--- src/rtl/spi_fsm_pkg.sv ---
// Shared types and defaults for the SPI slave sequencing FSM.
// Holds the state encoding, parameter defaults and the bit-counter width rule.
package spi_fsm_pkg;

    typedef enum logic [3:0] {
        ST_IDLE        = 4'd0,
        ST_GET         = 4'd1,
        ST_GOT         = 4'd2,
        ST_READ_LOAD   = 4'd3,
        ST_READ_SR     = 4'd4,
        ST_READ_OUT    = 4'd5,
        ST_WRITE_SHIFT = 4'd6,
        ST_WRITE_MEM   = 4'd7,
        ST_DONE        = 4'd8
    } state_t;

    localparam int BYTE_BITS_DEF  = 8;
    localparam int ADDR_WIDTH_DEF = 7;

    // Wide enough to hold BYTE_BITS itself so the count can saturate rather than wrap.
    function automatic int cnt_width(input int bits);
        return $clog2(bits + 1);
    endfunction

    localparam int CNT_W_DEF = cnt_width(BYTE_BITS_DEF);

endpackage

--- src/rtl/spi_bit_counter.sv ---
// Per-phase SCLK edge counter with synchronous clear and saturation at BYTE_BITS.
// done_o flags the increment that completes the phase.
module spi_bit_counter
    import spi_fsm_pkg::*;
#(
    parameter int BYTE_BITS = BYTE_BITS_DEF
) (
    input  logic clk_i,
    input  logic rst_i,
    input  logic clr_i,
    input  logic inc_i,
    output logic done_o
);

    localparam int CNT_W = cnt_width(BYTE_BITS);

    logic [CNT_W-1:0] cnt_q;

    always_comb begin
        done_o = inc_i && (cnt_q == CNT_W'(BYTE_BITS - 1));
    end

    always_ff @(posedge clk_i) begin
        if (rst_i || clr_i) begin
            cnt_q <= '0;
        end else if (inc_i && (cnt_q != CNT_W'(BYTE_BITS))) begin
            cnt_q <= cnt_q + CNT_W'(1);
        end
    end

endmodule

--- src/rtl/spi_fsm.sv ---
// SPI slave transaction sequencer: address byte, then a read or write data byte.
// Optional idle-SCLK abort is built only when SPI_FSM_TIMEOUT_EN is defined.
//
// state        | meaning
// IDLE         | waiting for a chip-select falling edge
// GET          | shifting in the address/rw byte on SCLK rising edges
// GOT          | latching the address (addr_we)
// READ_LOAD    | one cycle of data-memory read latency
// READ_SR      | loading read data into the shift register (sr_we)
// READ_OUT     | driving MISO, counting SCLK falling edges
// WRITE_SHIFT  | shifting in write data on SCLK rising edges
// WRITE_MEM    | committing the write byte (dm_we)
// DONE         | transaction complete, waiting for chip select to rise
module spi_fsm
    import spi_fsm_pkg::*;
#(
    parameter int ADDR_WIDTH     = ADDR_WIDTH_DEF,
    parameter int BYTE_BITS      = BYTE_BITS_DEF,
    parameter int TIMEOUT_CYCLES = 256
) (
    input  logic clk,
    input  logic reset,
    input  logic cs_cond,
    input  logic sclk_posedge,
    input  logic sclk_negedge,
    input  logic rw_bit,
    output logic addr_we,
    output logic sr_we,
    output logic dm_we,
    output logic miso_buff_en,
    output logic busy,
    output logic timeout_err
);

    if (ADDR_WIDTH < 1 || BYTE_BITS < 1 || TIMEOUT_CYCLES < 2) begin : g_param_check
        $error("spi_fsm: invalid parameter value");
    end

    state_t state_q, state_d;
    logic   cs_q;
    logic   addr_we_q, sr_we_q, dm_we_q, miso_buff_en_q, busy_q;
    logic   cnt_clr, cnt_inc, cnt_done;
    logic   to_hit;

    spi_bit_counter #(
        .BYTE_BITS (BYTE_BITS)
    ) u_bit_counter (
        .clk_i  (clk),
        .rst_i  (reset),
        .clr_i  (cnt_clr),
        .inc_i  (cnt_inc),
        .done_o (cnt_done)
    );

    // Each counting state honours only its own edge; chip-select high suppresses counting.
    always_comb begin
        cnt_inc = 1'b0;
        if (!cs_cond) begin
            unique case (state_q)
                ST_GET, ST_WRITE_SHIFT: cnt_inc = sclk_posedge;
                ST_READ_OUT:            cnt_inc = sclk_negedge;
                default:                cnt_inc = 1'b0;
            endcase
        end
    end

`ifdef SPI_FSM_TIMEOUT_EN
    localparam int TO_W = $clog2(TIMEOUT_CYCLES + 1);

    logic [TO_W-1:0] to_cnt_q;
    logic            timeout_err_q;
    logic            timed;

    always_comb begin
        timed  = (state_q == ST_GET) || (state_q == ST_READ_OUT) || (state_q == ST_WRITE_SHIFT);
        to_hit = timed && !cs_cond && !cnt_inc && (to_cnt_q == TO_W'(TIMEOUT_CYCLES - 1));
    end

    assign timeout_err = timeout_err_q;
`else
    always_comb begin
        to_hit = 1'b0;
    end

    assign timeout_err = 1'b0;
`endif

    always_comb begin
        state_d = state_q;
        cnt_clr = 1'b0;
        if (state_q != ST_IDLE && cs_cond) begin
            state_d = ST_IDLE;
        end else begin
            unique case (state_q)
                ST_IDLE: begin
                    if (cs_q && !cs_cond) begin
                        state_d = ST_GET;
                        cnt_clr = 1'b1;
                    end
                end
                ST_GET:         if (cnt_done) state_d = ST_GOT;
                ST_GOT: begin
                    state_d = rw_bit ? ST_READ_LOAD : ST_WRITE_SHIFT;
                    cnt_clr = 1'b1;
                end
                ST_READ_LOAD:   state_d = ST_READ_SR;
                ST_READ_SR: begin
                    state_d = ST_READ_OUT;
                    cnt_clr = 1'b1;
                end
                ST_READ_OUT:    if (cnt_done) state_d = ST_DONE;
                ST_WRITE_SHIFT: if (cnt_done) state_d = ST_WRITE_MEM;
                ST_WRITE_MEM:   state_d = ST_DONE;
                ST_DONE:        if (cs_cond) state_d = ST_IDLE;
                default:        state_d = ST_IDLE;
            endcase
            if (to_hit) begin
                state_d = ST_DONE;
            end
        end
    end

    // Outputs are decoded from the next state so each register mirrors the state register.
    always_ff @(posedge clk) begin
        if (reset) begin
            state_q        <= ST_IDLE;
            cs_q           <= 1'b0;
            addr_we_q      <= 1'b0;
            sr_we_q        <= 1'b0;
            dm_we_q        <= 1'b0;
            miso_buff_en_q <= 1'b0;
            busy_q         <= 1'b0;
`ifdef SPI_FSM_TIMEOUT_EN
            to_cnt_q       <= '0;
            timeout_err_q  <= 1'b0;
`endif
        end else begin
            state_q        <= state_d;
            cs_q           <= cs_cond;
            addr_we_q      <= (state_d == ST_GOT);
            sr_we_q        <= (state_d == ST_READ_SR);
            dm_we_q        <= (state_d == ST_WRITE_MEM);
            miso_buff_en_q <= (state_d == ST_READ_OUT);
            busy_q         <= (state_d != ST_IDLE);
`ifdef SPI_FSM_TIMEOUT_EN
            if (!timed || cnt_inc || (state_d != state_q)) begin
                to_cnt_q <= '0;
            end else begin
                to_cnt_q <= to_cnt_q + TO_W'(1);
            end
            timeout_err_q  <= to_hit;
`endif
        end
    end

    assign addr_we      = addr_we_q;
    assign sr_we        = sr_we_q;
    assign dm_we        = dm_we_q;
    assign miso_buff_en = miso_buff_en_q;
    assign busy         = busy_q;

endmodule

--- config.mk ---
export PLATFORM = sky130hd
export DESIGN_NAME = spi_fsm
export DESIGN_NICKNAME = d
export VERILOG_FILES = /design/src/rtl/spi_fsm_pkg.sv /design/src/rtl/spi_bit_counter.sv /design/src/rtl/spi_fsm.sv
export SDC_FILE = /design/constraint.sdc
export NUM_CORES = 1
export LEC_CHECK = 0
export ABC_AREA = 1
export CAP_MARGIN = 20
export CORE_MARGIN = 8
export CORE_UTILIZATION = 45
export DETAILED_ROUTE_END_ITERATION = 8
export GPL_ROUTABILITY_DRIVEN = 0
export PLACE_DENSITY_LB_ADDON = 0.12
export SYNTH_ARGS = -nofsm -noshare
export SYNTH_HDL_FRONTEND = slang
export SYNTH_HIERARCHICAL = 1
export SYNTH_SLANG_ARGS = --single-unit
--- constraint.sdc ---
create_clock -name clk -period 5.7 [get_ports clk]
set_input_delay 0.855 -clock clk [delete_from_list [all_inputs] [get_ports clk]]
set_output_delay 0.855 -clock clk [all_outputs]
set_load 0.005 [all_outputs]
== Word-level counts from Yosys, hierarchy flattened ==
Cells that the tools add are included.

* Multiplexer cells: 13
* Reductions and logical operators: 11
* Add/subtract/negate cells: 1
* Equality and inequality tests: 14

{| class="wikitable"
|+ Operators by type and width
! operator !! count
|-
| $pmux W4 S9 || 1
|-
| $eq A4 B3 Y1 const B || 8
|-
| $mux W4 || 6
|-
| $eq A4 B2 Y1 const B || 3
|-
| $reduce_bool A4 Y1 || 2
|-
| $add A4 B1 Y4 const B || 1
|-
| $eq A4 B1 Y1 const B || 1
|-
| $eq A4 B4 Y1 const B || 1
|-
| $logic_and A1 B1 Y1 || 4
|-
| $logic_not A4 Y1 || 1
|-
| $ne A4 B4 Y1 const B || 1
|-
| $pmux W1 S2 || 2
|-
| $reduce_or A2 Y1 || 2
|-
| $mux W1 || 3
|-
| $mux W3 || 1
|-
| $logic_not A1 Y1 || 1
|-
| $logic_or A1 B1 Y1 || 1
|}

* Input bits: 6
* Output and inout bits: 6
* Word-level logic and storage cells: 47
* Bits in registers: 14

== Logic depth before layout (Yosys ltp) ==
Gate-level depths: netlist of the first run.

* Depth in word-level cells: 9
* Gate-level depth with buffers: 17
* Gate-level depth less buffers: 17

== Hierarchy ==
The synthesis of the first run kept the hierarchy.

{| class="wikitable"
|+ Modules (own cells, without submodules)
! module !! area an instance (um^2) !! times used !! sequential area each (um^2) !! cells an instance
|-
| spi_fsm || 560.5 || 1 || 200.2 || 76
|-
| spi_bit_counter || 216.5 || 1 || 80.1 || 32
|}

== Least setup slack after synthesis of the first run ==
No wires, ideal clock.

* Kind: input to register
* Start point: in sclk_negedge
* End point: reg busy_q, in the netlist busy
* Data required time: 5591 ps
* Cell stages on the path: 13
* Setup time: 109 ps
* Setup slack: 3498 ps
* Path buffers: 0
* Arrival time: 2093 ps
* Path through: nand3_1 > a21oi_1 > nand3_1 > nor2_1 > inv_1 > nand2_1 > nand2_1 > nand2_1 > nand3_2 > o21ai_1 > nand3_1 > nand2_1 > inv_1

* Word-level cells in the longest chain between the ends: 7
* Elaborated cells between the ends (all ways): 9
* Classes of those cells: mux (7); reduce/logical (2)

{| class="wikitable"
|+ Ends and longest elaborated chain
! item !! RTL line !! source
|-
| from (decl) || spi_fsm.sv:25 || <nowiki>input logic sclk_negedge,</nowiki>
|-
| $pmux W1 S2 (*) || spi_fsm.sv:59 || <nowiki>unique case (state_q)</nowiki>
|-
| $mux W1 (*) || spi_fsm.sv:58 || <nowiki>if (!cs_cond) begin</nowiki>
|-
| via cnt_inc || spi_fsm.sv:42 || <nowiki>logic cnt_clr, cnt_inc, cnt_done;</nowiki>
|-
| $logic_and A1 B1 Y1 (*) || spi_bit_counter.sv:20 || <nowiki>done_o = inc_i && (cnt_q == CNT_W'(BYTE_BITS - 1));</nowiki>
|-
| via cnt_done || spi_fsm.sv:42 ||
|-
| $mux W4 (on tied branches) || spi_fsm.sv:112, spi_fsm.sv:101, spi_fsm.sv:111 ||
|-
| $pmux W4 S9 (*) || spi_fsm.sv:94 || <nowiki>unique case (state_q)</nowiki>
|-
| $mux W4 (*) || spi_fsm.sv:91 || <nowiki>if (state_q != ST_IDLE && cs_cond) begin</nowiki>
|-
| $reduce_bool A4 Y1 (*) || spi_fsm.sv:144 || <nowiki>busy_q <= (state_d != ST_IDLE);</nowiki>
|-
| to (signal assigned) || spi_fsm.sv:144 ||
|-
| to (decl) || spi_fsm.sv:41 || <nowiki>logic addr_we_q, sr_we_q, dm_we_q, miso_buff_en_q, busy_q;</nowiki>
|}

The timed path passes the listed nets; every way through them passes the cells marked *.
A chain may end at the register's enable or synchronous reset.

== Worst setup path after layout of the first run ==
Same ends and word-level chain as after synthesis.

==> metrics.md, run 1 <==
| Metric | Value |
|---|---|
| Mapped Nets | 116 |
| Ant diodes | 0 |
| Non-Filler Instances | 138 |
| Latest clock arrival within the worst-skew pair | 0.28 ns |
| Multi-input logic area | 432 um2 |
| GRT Util Overall | 9.32% |
| Async set or reset register ratio after synthesis | 0% |
| Synth cell types | 23 |
| Yosys warnings | 6 |
| R2r setup slk | 3.35 ns |
| Busiest metal layer after global routing | met2 |
| Finished Cell Area | 927 um2 |
| Clock slew at reported path FFs | 0.09 ns |
| Chip width | 57.6 um |
| Critical path class | input port to flop |
| Max Clk Rate | 388 MHz |
| Skew final | 0.00863 ns |
| Most frequent cell after synthesis | nand2_1 |
| Seq cells post-synth | 14 |
| Final setup TNS | 0 ns |
| Fin. max-slew vios | 0 |
| WL/cell | 10.3 um |
| Die ar. | 3310 um2 |
| GRT met1 Usage | 11.7% |
| Post-CTS setup buffers | 0 |
| Nature of the critical path endpoint | flop |
| Vias in the first global route | 576 |
| Unrepaired setup endpoints after global routing | no |
| Hold Crit Class | flop to flop |
| Final min period | 2.58 ns |
| CTS resizes | 0 |
| Placed inst area | 891 um2 |
| Via density | 4.80 |
| CP max FO | 4 |
| DRT Pass-1 Iters | 4 |
| # fillers | 161 |
| Status | completed |
| Dpl hpwl | 1170 um |
| Max-cap violation count | 0 |
| Area leader, netlist | dfxtp_1 |
| DRC violation total after the first TritonRoute iteration | 13 |
| RR Endpoint | busy |
| Reg2reg start | state_q[2] |
| FF+latch area | 280 um2 |
| Layout Utilization | 55.5% |
| Synth Area per Inst | 7.19 um2 |
| Post-Place Cells | 134 |
| TritonCTS clock tree | built |
| Global Route met2 Usage | 12.5% |
| Clock Sink Count | 14 |
| CTS Hold Bufs | 0 |
| Cell row count | 15 |
| CTS root buffer | clkbuf_4 |
| Met3 Usage GRT | 4.26% |
| Area grow syn2layout | 19.3% |
| Synth Flop Type | dfxtp_1 |
| H-tree Lvls | 1 |
| IO Count | 12 |
| First-pass GRT wire length | 2440 um |
| Starting Density | 46.5% |
| Synth top cells by count | nand2_1 (25), dfxtp_1 (14), nand3_1 (13), nor2_1 (12), inv_1 (11) |
| Clock buffers created by TritonCTS | 3 |
| Register area share after synthesis | 36.1% |
| Layout cell share with drive strength beyond 1 | 19.8% |
| Hold Worst Slack | 0.476 ns |
| Critical Path Start | sclk_negedge |
| Worst Hold Path EP | u_bit_counter/cnt_q[2] |
| Antenna-violating nets left | 0 |
| R2r worst-path depth | 17 |
| Leak | 0.441 nW |
| Post-synth EDFFs | 0 |
| Worst VDD drop | 0.000189 V |
| Initial antenna violation count | 0 |
| Remaining DRCs | 0 |
| Hold Fails Final Rpt | 0 |
| Worst hold path depth | 2 |
| Syn Inst Count | 108 |
| Cell Area, Synth | 777 um2 |
| Final nets | 130 |
| Synth top area share | 36.1% |
| Grt ovf | 0 |
| CP startpoint kind | input port |
| Total Routed Length | 1420 um |
| Die H | 57.6 um |
| Worst hold start | u_bit_counter/cnt_q[2] |
| Vias | 662 |
| Critical Path AT | 2.76 ns |
| Period utilisation layout | 45.3% |
| PD cells | 202 nW/um2 |
| Finish-stage setup viols | 0 |
| PortBufs | 10 |
| Largest net degree at the start of global routing | 9 |
| Top area cells in the synthesized netlist | dfxtp_1 (36%), nand2_1 (12%), nand3_1 (8.4%) |
| Core Region | 1670 um2 |
| CTS max path bufs | 2 |
| Critical Path RT | 5.88 ns |
==> power breakdown <==
part | switching [mW] | total, mW | internal (mW)
sequential | 0.00112 | 0.100 | 0.0992
clock | 0.0309 | 0.0697 | 0.0388
combinational | 0.00945 | 0.0174 | 0.00794
total | 0.0414 | 0.187 | 0.146
==> through the flow <==
stage                     total power [mW]  worst slack [ns]
final                                0.187              3.12
after global routing                 0.197              2.93
after CTS                            0.190              3.11
after detailed placement             0.120              2.84
after global placement               0.120              2.86
after floorplan                      0.114              3.50
==> area by class of cell <==
class	instances	area share [%]
Clock buffer	4	3.91
Tap cell	17	2.29
Inverter	15	6.21
Timing Repair Buffer	10	10.8
Sequential cell	14	30.2
Multi-Input combinational cell	78	46.6
==> critical path, stage by stage <==
cell,delay [ns]
clkdlybuf4s50_1,0.46
nand3_1,0.07
a21oi_1,0.31
nand3_1,0.14
nor2_1,0.21
inv_1,0.06
nand2_1,0.07
nand2_1,0.05
nand2_1,0.07
nand3_2,0.09
o21ai_1,0.17
nand3_1,0.09
nand2_1,0.06
inv_1,0.03
==> per-layer routing <==
metal	vias to the layer above	part of all wire, %
met5	-	0
met4	0	1.1
met3	2	6.9
met2	11	38
met1	283	54
li1	366	-
==> registers in the layout, indices dropped and copies added, names as in the netlist <==
register / cells
state_q: 4
sr_we: 1
busy: 1
miso_buff_en: 1
u_bit_counter/cnt_q: 4
dm_we: 1
addr_we: 1
cs_q: 1
==> worst max path at each step <==
stage	end	depth (start not counted)
final	busy	14
after global routing	busy	14
after CTS	busy	14
after detailed placement	busy	14
after global placement	busy	14
after floorplan	busy	13
==> cell usage in the layout (no fill, tap or decap) <==
| master | instances |
|---|---|
| nor3_2 | 1 |
| o21ai_4 | 1 |
| nor3_1 | 1 |
| conb_1 | 1 |
| clkinv_2 | 1 |
| inv_1 | 11 |
| nor2_1 | 12 |
| o21ai_1 | 1 |
| and3_1 | 1 |
| nand3_1 | 13 |
| nand2_4 | 1 |
| clkbuf_4 | 3 |
| nand2_2 | 2 |
| a21oi_1 | 5 |
| nand2_1 | 25 |
| o21bai_4 | 1 |
| inv_2 | 3 |
| nor2_2 | 5 |
| nand4_1 | 1 |
| nor2_4 | 1 |
| ha_1 | 2 |
| dfxtp_1 | 14 |
| clkdlybuf4s50_1 | 10 |
| nand3_2 | 4 |
| clkbuf_8 | 1 |
==> logic make-up (layout without fill, tap and decap cells) <==
logic type / Yosys count / in the layout / synth area share (%)
simple gates: 67 / 67 / 43.5
compound gates: 8 / 8 / 8.37
fa+ha+maj: 2 / 2 / 3.22
other cells: 1 / 1 / 0.483
flops: 14 / 14 / 36.1
buf+inv: 16 / 29 / 8.37
Note: power is estimated with default switching activity, not from simulation.
==> run 2: changes to the inputs <==
==> constraint.sdc (replaced) <==
create_clock -name clk -period 2.3 [get_ports clk]
set_input_delay 0.345 -clock clk [delete_from_list [all_inputs] [get_ports clk]]
set_output_delay 0.345 -clock clk [all_outputs]
set_load 0.005 [all_outputs]
==> run 2 against run 1 <==
Net effect:
- clock power grew to 2.5 times the previous value
- utilization grew 2.5 points
- sequential power grew 150%
- non-clock buffer count grew 5
- via count grew 5.7%
- die area is the same
- largest cell class unchanged
- highest routed layer unchanged
==> metrics.md, run 2 (synthesis gave the netlist of run 1 again) <==
| Metric | Value |
|---|---|
| Clock Sink Count | 14 (unchanged) |
| Most common cell on crit path | nand2_1 (unchanged) |
| Finished Cell Area | 970 um2 (was 927 um2) |
| Total Routed Length | 1520 um (was 1420 um) |
| Power, Total | 0.468 mW (was 0.187 mW) |
| R2r setup slk | 0.31 ns (was 3.35 ns) |
| Nature of the critical path endpoint | flop (unchanged) |
| Multi-input logic area | 434 um2 (was 432 um2) |
| Critical Path RT | 2.48 ns (was 5.88 ns) |
| Largest net degree at the start of global routing | 9 (unchanged) |
| IO Count | 12 (unchanged) |
| Final min period | 1.99 ns |
| Post-Place Cells | 139 (was 134) |
| Initial antenna violation count | 0 (unchanged) |
| Critical path class | flop to flop (was input port to flop) |
| First-pass GRT wire length | 2680 um (was 2440 um) |
| CTS max path bufs | 2 (unchanged) |
| Core Region | 1670 um2 (unchanged) |
| CTS Hold Bufs | 0 (unchanged) |
| PortBufs | 10 (unchanged) |
| Crit path max-delay cell type | dfxtp_1 (was clkdlybuf4s50_1) |
| Ant diodes | 0 (unchanged) |
| DRT Pass-1 Iters | 3 (was 4) |
| Most frequent cells in the layout | nand2_1 (25), nand3_1 (13), dfxtp_1 (12) (was nand2_1 (25), dfxtp_1 (14), nand3_1 (13)) |
| Period utilisation layout | 86.4% |
| Status | completed (unchanged) |
| Layout cell share with drive strength beyond 1 | 25.4% (was 19.8%) |
| Vias in the first global route | 660 (was 576) |
| Max Clk Rate | 503 MHz |
| Skew final | 0.00247 ns (was 0.00863 ns) |
| Starting Density | 46.5% (unchanged) |
| CP startpoint kind | flop (was input port) |
| Finish-stage setup viols | 0 (unchanged) |
| Fin. max-slew vios | 0 (unchanged) |
| Via density | 4.90 (was 4.80) |
| Remaining DRCs | 0 (unchanged) |
| Clock buffers created by TritonCTS | 3 (unchanged) |
| Clock slew at reported path FFs | 0.08 ns (was 0.09 ns) |
| Unrepaired setup endpoints after global routing | no (unchanged) |
| Final setup TNS | 0 ns (unchanged) |
| Leak | 0.468 nW (was 0.441 nW) |
| Final nets | 135 (was 130) |
| Max-cap violation count | 0 (unchanged) |
| Critical Path AT | 2.17 ns (was 2.76 ns) |
| Die H | 57.6 um (unchanged) |
| H-tree Lvls | 1 (unchanged) |
| Dpl hpwl | 1250 um (was 1170 um) |
| GRT Util Overall | 10.1% (was 9.32%) |
| Non-Filler Instances | 143 (was 138) |
| Largest regs | state_q: 4 flops, u_bit_counter/cnt_q: 4 flops (unchanged) |
| Slowest cell delay on critical path | 0.42 ns (was 0.46 ns) |
| Antenna-violating nets left | 0 (unchanged) |
| PD cells | 483 nW/um2 (was 202 nW/um2) |
| DRC violation total after the first TritonRoute iteration | 11 (was 13) |
| FF+latch area | 283 um2 (was 280 um2) |
| Worst VDD drop | 0.000404 V (was 0.000189 V) |
| Cell row count | 15 (unchanged) |
| Crit-path cells | inv_2 -> nor2_2 -> nand2_1 -> nand2_1 -> nand2_1 -> a21oi_1 -> nand3_1 -> nor2_2 -> inv_1 -> nand2_1 -> nand2_1 -> nand2_1 -> nand3_2 -> o21ai_1 -> nand3_1 -> nand2_1 -> inv_1 (was clkdlybuf4s50_1 -> nand3_1 -> a21oi_1 -> nand3_1 -> nor2_1 -> inv_1 -> nand2_1 -> nand2_1 -> nand2_1 -> nand3_2 -> o21ai_1 -> nand3_1 -> nand2_1 -> inv_1) |
| Latest clock arrival within the worst-skew pair | 0.28 ns (about the same) |
| Hold Crit Class | flop to flop (unchanged) |
| Chip width | 57.6 um (unchanged) |
| Placed inst area | 928 um2 (was 891 um2) |
| Layout Utilization | 58.1% (was 55.5%) |
| TritonCTS clock tree | built (unchanged) |
| WL/cell | 10.6 um (was 10.3 um) |
| CP max FO | 4 (unchanged) |
| Grt ovf | 0 (unchanged) |
| CTS root buffer | clkbuf_4 (unchanged) |
| Die ar. | 3310 um2 (unchanged) |
| Crit path max-delay family | simple AND/OR/NAND/NOR gates (unchanged) |
| Worst Path Buf+Inv | 3 (unchanged) |
| Most common cell after layout, fill and taps aside | nand2_1 (unchanged) |
| # fillers | 163 (was 161) |
| Vias | 700 (was 662) |
| Hold Fails Final Rpt | 0 (unchanged) |
| Area grow syn2layout | 24.8% (was 19.3%) |
## run 2: cell count changes in the layout (fill, tap and decap cells not counted), sizes merged
cell / change
buf: +5
## run 2: path summary, 6_finish.rpt
| check | startpoint | endpoint | cells after the start |
|---|---|---|---|
| max | state_q[1] | busy | 17 |
| min | u_bit_counter/cnt_q[2] | u_bit_counter/cnt_q[2] | 2 |
| max reg2reg | state_q[1] | busy | 17 |
| min reg2reg | u_bit_counter/cnt_q[2] | u_bit_counter/cnt_q[2] | 2 |
## run 2: worst reg2reg max path, delay by kind of cell, from the launching register on
| family | cells | cell delay [ns] |
|---|---|---|
| AND/OR/NAND/NOR | 12 | 1.00 |
| buffers and inverters | 3 | 0.15 |
| flip-flops | 1 | 0.42 |
| AO/OA/AOI/OAI | 2 | 0.32 |
## run 2: layer usage
layer,track usage (%),vias to the layer above,wire (um)
li1,-,377,-
met1,13.4,307,814
met2,14.6,14,626
met3,3.14,2,57
met4,4.29,0,18
met5,0,-,0
## run 2: metrics by stage
step	hold slack [ns]	setup slack (ns)
2_1_floorplan	0.417	0.268
3_3_place_gp	0.461	0.145
3_5_place_dp	0.469	0.136
4_1_cts	0.480	0.226
5_1_grt	0.523	0.0296
6_report	0.482	0.314
## run 2: layout make-up
class	instances	area share, %
tap	17	2.19
sequential	14	29.2
multi-input combinational	78	44.8
inverter	15	5.94
clock buffer	4	3.74
timing repair buffer	15	14.2
## run 2: timing repair
item / CTS / global route
setup buffers: 0 / 0
gates resized for setup: 0 / 3
endpoints found under the setup margin: 0 / 2
## run 2: power by group
group          internal (mW)  total, mW  leakage [nW]  switching [mW]
clock                 0.0963      0.175        0.0210          0.0782
combinational         0.0212     0.0449         0.332          0.0238
sequential             0.246      0.249         0.114         0.00288
